## src/rtl/fifo_read_streamer.sv

```systemverilog
// Read-side consumer for the dual-clock byte FIFO: pops bytes, buffers them in a
// 2-entry skid buffer and re-presents them as a valid/ready stream framed into packets.
module fifo_read_streamer #(
    parameter int unsigned PKT_LEN = 4,
    parameter int unsigned CNT_W   = 16
) (
    input  logic             read_clk,
    input  logic             reset,
    input  logic             stream_enable,
    input  logic             fifo_empty,
    input  logic [7:0]       fifo_read_data,
    output logic             fifo_read_enable,
    output logic [7:0]       out_data,
    output logic             out_valid,
    input  logic             out_ready,
    output logic             out_last,
    output logic             busy,
    output logic [CNT_W-1:0] byte_count
);
    localparam int unsigned      IDX_W    = (PKT_LEN > 1) ? $clog2(PKT_LEN) : 1;
    localparam logic [IDX_W-1:0] IDX_LAST = IDX_W'(PKT_LEN - 1);

    typedef enum logic [1:0] {
        IDLE   = 2'd0,
        RUN    = 2'd1,
        FINISH = 2'd2
    } state_t;

    state_t           state;
    state_t           state_nxt;
    logic [7:0]       buf_q   [2];
    logic [7:0]       buf_nxt [2];
    logic             head;
    logic             head_nxt;
    logic             inflight;
    logic             fire;
    logic             pop_ok;
    logic [1:0]       occ;
    logic [1:0]       occ_nxt;
    logic [IDX_W-1:0] pop_idx;
    logic [IDX_W-1:0] pop_idx_nxt;
    logic [IDX_W-1:0] beat_idx;
    logic [IDX_W-1:0] beat_idx_nxt;

    // Pop decision and next-state of buffer, packet counters and FSM.
    // occ_nxt already accounts for this cycle's landing byte and fire, so the
    // pop rule can never overfill the 2-entry buffer.
    always_comb begin
        fire             = out_valid & out_ready;
        pop_ok           = (state == RUN) || ((state == FINISH) && (pop_idx != '0));
        occ_nxt          = occ + 2'(inflight) - 2'(fire);
        fifo_read_enable = pop_ok && !fifo_empty && (occ_nxt < 2'd2);
        head_nxt         = head ^ fire;

        buf_nxt = buf_q;
        if (inflight) begin
            buf_nxt[head ^ occ[0]] = fifo_read_data;
        end

        pop_idx_nxt = pop_idx;
        if (fifo_read_enable) begin
            pop_idx_nxt = (pop_idx == IDX_LAST) ? '0 : pop_idx + IDX_W'(1);
        end

        beat_idx_nxt = beat_idx;
        if (fire) begin
            beat_idx_nxt = (beat_idx == IDX_LAST) ? '0 : beat_idx + IDX_W'(1);
        end

        state_nxt = state;
        case (state)
            IDLE:    if (stream_enable) state_nxt = RUN;
            RUN:     if (!stream_enable) state_nxt = (pop_idx_nxt == '0) ? IDLE : FINISH;
            FINISH:  if (pop_idx_nxt == '0) state_nxt = IDLE;
            default: state_nxt = IDLE;
        endcase
    end

    always_ff @(posedge read_clk) begin
        if (reset) begin
            state      <= IDLE;
            buf_q[0]   <= '0;
            buf_q[1]   <= '0;
            head       <= 1'b0;
            occ        <= '0;
            inflight   <= 1'b0;
            pop_idx    <= '0;
            beat_idx   <= '0;
            out_valid  <= 1'b0;
            out_data   <= '0;
            out_last   <= 1'b0;
            busy       <= 1'b0;
            byte_count <= '0;
        end else begin
            state      <= state_nxt;
            buf_q      <= buf_nxt;
            head       <= head_nxt;
            occ        <= occ_nxt;
            inflight   <= fifo_read_enable;
            pop_idx    <= pop_idx_nxt;
            beat_idx   <= beat_idx_nxt;
            out_valid  <= (occ_nxt != '0);
            out_data   <= buf_nxt[head_nxt];
            out_last   <= (occ_nxt != '0) && (beat_idx_nxt == IDX_LAST);
            busy       <= (state_nxt != IDLE) || (occ_nxt != '0) || fifo_read_enable;
            byte_count <= byte_count + CNT_W'(fire);
        end
    end

    // A landing byte must always find a free slot.
    always_ff @(posedge read_clk) begin
        if (!reset) begin
            assert (!(inflight && occ[1]) && (occ != 2'd3));
        end
    end

endmodule
```

## config.mk

```make
export PLATFORM = sky130hd
export DESIGN_NAME = fifo_read_streamer
export DESIGN_NICKNAME = d
export VERILOG_FILES = /design/src/rtl/fifo_read_streamer.sv
export SDC_FILE = /design/constraint.sdc
export NUM_CORES = 1
export LEC_CHECK = 0
export CAP_MARGIN = 25
export CELL_PAD_IN_SITES_DETAIL_PLACEMENT = 0
export CELL_PAD_IN_SITES_GLOBAL_PLACEMENT = 2
export CORE_MARGIN = 5
export CORE_UTILIZATION = 31
export CTS_CLUSTER_DIAMETER = 60
export DETAILED_ROUTE_END_ITERATION = 12
export GPL_ROUTABILITY_DRIVEN = 0
export PLACE_DENSITY = 0.81
export SYNTH_ARGS = -nofsm -noshare
export SYNTH_HDL_FRONTEND = slang
export SYNTH_SLANG_ARGS = --single-unit
export TNS_END_PERCENT = 50
```

## constraint.sdc

```tcl
create_clock -name read_clk -period 2.07 [get_ports read_clk]
set_input_delay 0.414 -clock read_clk [delete_from_list [all_inputs] [get_ports read_clk]]
set_output_delay 0.414 -clock read_clk [all_outputs]
set_load 0.1 [all_outputs]
```

==> results.json <==
{
  "worst_setup_path_start_kind": "flop",
  "setup_viol": 1,
  "dieArea_um2": 8210,
  "fin_crit_ns": 2.17,
  "vias": 1513,
  "final_nets": 272,
  "critPathKind": "flop to output port",
  "synthSimpleGateAreaFrac": 0.186,
  "worstPathRequired_ns": 1.66,
  "core_um2": 6350,
  "hold_viol_final": 0,
  "syn_nets": 220,
  "slew_violations": 0,
  "design_area_um2": 2640,
  "cts_tree": "built",
  "cts_hold_buf": 0,
  "power_uw": 2370,
  "worst_pin_slew_ns": 0.492,
  "synth_area_per_cell_um2": 9.98,
  "synth_warnings": 0,
  "antennaDiodeCount": 0,
  "worst_ep_arrival_time_ns": 1.75,
  "row_count": 29,
  "powerDensity_nw_per_um2": 898,
  "synth_cell_types": 35,
  "synthArstFlopShare": 0,
  "synth-edff-count": 0,
  "ir_drop_uv": 377,
  "dp_slack_ns": -0.485,
  "power.leakage_uw": 0.00121,
  "ys.flop_type": "dfxtp_1",
  "max-cap-violations": 0,
  "dieHeight_um": 90.6,
  "syn2layout_area_growth_pct": 31.0,
  "vias_per_cell": 4.56,
  "grt_pass1_vias": 1535,
  "fmax_mhz": 461,
  "io_buffers": 40,
  "status": "complete, but fails checks",
  "wl_mm": 4.07,
  "syn_area_um2": 2020,
  "worstSetupEndpointType": "output port",
  "dr.first_iter.drc_count": 33,
  "post-route-period-util": 1.05,
  "drive_gt1_frac": 0.271,
  "dp_hpwl_mm": 2.92,
  "syn_inst": 202,
  "final.setup.worst_slack_ns": -0.0976,
  "synth_seq_area_share": 0.526,
  "grt_use_total": 0.106,
  "synth_top_family_by_area": "simple AND/OR/NAND/NOR gates",
  "grt_pass1_wl_mm": 7.19,
  "cts.path.max_buffers": 2,
  "cp_max_fo": 2,
  "drtAntennaViolNets": 0,
  "htree_num_levels": 2,
  "relSlewSlack": 0.672,
  "synthMuxAreaShare": 0.0944,
  "synth_seq_cells": 53,
  "clkTransAtPathRegs_ns": 0.10,
  "start_util": 0.317,
  "die_x_um": 90.6,
  "grt.overflow.total": 0,
  "clock_sinks": 53,
  "clk_latency_ns": 0.30,
  "cts-root-buf": "clkbuf_8",
  "violations": "negative setup slack",
  "dr.pass1.iters": 4,
  "finalSetupTns_ns": -0.0976,
  "placed_cell_area_um2": 2520,
  "cts_buffers": 5,
  "num_io_pins": 41,
  "hold_path.class": "flop to flop",
  "drt-wirelength-per-cell_um": 12.3,
  "rsz0062_at_grt": "yes",
  "grt_max_degree": 23,
  "synth_compound_area_frac": 0.0453,
  "synth_xor_area_frac": 0.0900,
  "synth-adder-area-share": 0.0310,
  "route.detailed.drc": 0,
  "antenna_found_initial": 0,
  "clock_skew_ns": 0.00403
}
## metal layers
metal | vias to the layer above | GRT usage | routed length [um]
met5 | - | 0 | 0
met4 | 0 | 0.0372 | 63
met3 | 6 | 0.0342 | 206
met2 | 27 | 0.179 | 2040
met1 | 711 | 0.125 | 1760
li1 | 769 | - | -
## report_power, final
group	leakage, uW	internal [uW]	switching (uW)
Clock	0.0000445	241	345
Sequential	0.000432	1090	49.7
Combinational	0.000732	227	415
Total	0.00121	1560	810
## final timing paths
kind                         endpoint                  start  cells after the start  slack [ns]
hold reg to reg   buf_q[7]$_SDFF_PP0_    buf_q[7]$_SDFF_PP0_                      2        0.50
setup / recovery     fifo_read_enable  pop_idx[1]$_SDFF_PP0_                      7        -0.1
hold / removal    buf_q[7]$_SDFF_PP0_    buf_q[7]$_SDFF_PP0_                      2        0.50
setup reg to reg      busy$_SDFF_PP0_  pop_idx[1]$_SDFF_PP0_                      9        0.09
## cell families after synthesis
logic type	count (synthesis)
DFF	53
and+or+nand+nor	79
buffers and inverters	14
adders and majority gates	5
muxes	19
xor gates and xnor gates	19
AOI/OAI and AO/OA	13
## cell type report
cell class / count / area (um^2)
Sequential cell: 53 / 1070
Clock inverter: 3 / 21.3
Fill cell: 639 / 3710
Multi-Input combinational cell: 135 / 912
Clock buffer: 5 / 68.8
Tap cell: 77 / 96.3
Inverter: 5 / 22.5
Timing Repair Buffer: 54 / 448
## per-stage QoR
step | cells | hold WS (ns) | utilization
2_1_floorplan | 202 | 0.460 | -
3_3_place_gp | 321 | 0.472 | 0.397
3_5_place_dp | 321 | 0.485 | 0.397
4_1_cts | 332 | 0.509 | 0.415
5_1_grt | 332 | 0.537 | 0.416
6_report | 332 | 0.500 | 0.416
## registers in the layout, summed over array words and instances (netlist names)
signal and count:
beat_idx 2, buf_q 16, busy 1, byte_count 16, head 1, inflight 1, occ 2, out_data 8
out_last 1, out_valid 1, pop_idx 2, state 2
## timing repair
action,4_1_cts,5_1_grt
setup endpoints to repair,3,2
endpoints found under the hold margin,0,0
gates resized for setup,6,2
buffers inserted,3,0
pin swaps,4,2
## cell usage after synthesis, types with 2 or more instances
cell type	number	share of area
dfxtp_1	53	0.53
nor2_1	41	0.076
mux2i_1	19	0.094
xor2_1	11	0.048
nand2_1	8	0.015
o22ai_1	8	0.025
xnor2_1	6	0.026
ha_1	5	0.031
nand3_1	5	0.012
and3_1	4	0.012
clkbuf_1	4	0.0074
inv_1	4	0.0074
buf_1	3	0.0056
nand2b_1	3	0.0093
nand4_1	3	0.0093
a21oi_1	2	0.0050
and2_1	2	0.0062
buf_2	2	0.0050
nor2b_1	2	0.0062
xnor2_2	2	0.016
## worst max-delay path: stages, from the launching register on
cell and delay [ns]:
dfxtp_2 0.35, inv_2 0.03, ha_2 0.16, or3b_1 0.36
a21oi_2 0.19, nand2_2 0.10, clkinvlp_4 0.09, buf_12 0.16
## layout by cell type, fill, tap and decap left out, types with 2 or more instances in the layout
cell type / instances
ha_2: 2
nor2_1: 41
nand3_1: 5
and3_1: 4
and2_1: 2
clkinvlp_4: 2
nand2_1: 7
xor2_1: 11
nor2b_1: 2
inv_2: 3
a21oi_1: 2
clkbuf_8: 5
o22ai_1: 8
nand4_1: 3
nand2b_1: 3
buf_4: 41
clkdlybuf4s50_1: 11
mux2i_1: 19
dfxtp_2: 5
ha_1: 3
dfxtp_1: 47
xnor2_1: 6
xnor2_2: 2
Power figures use the tool's default switching activity.
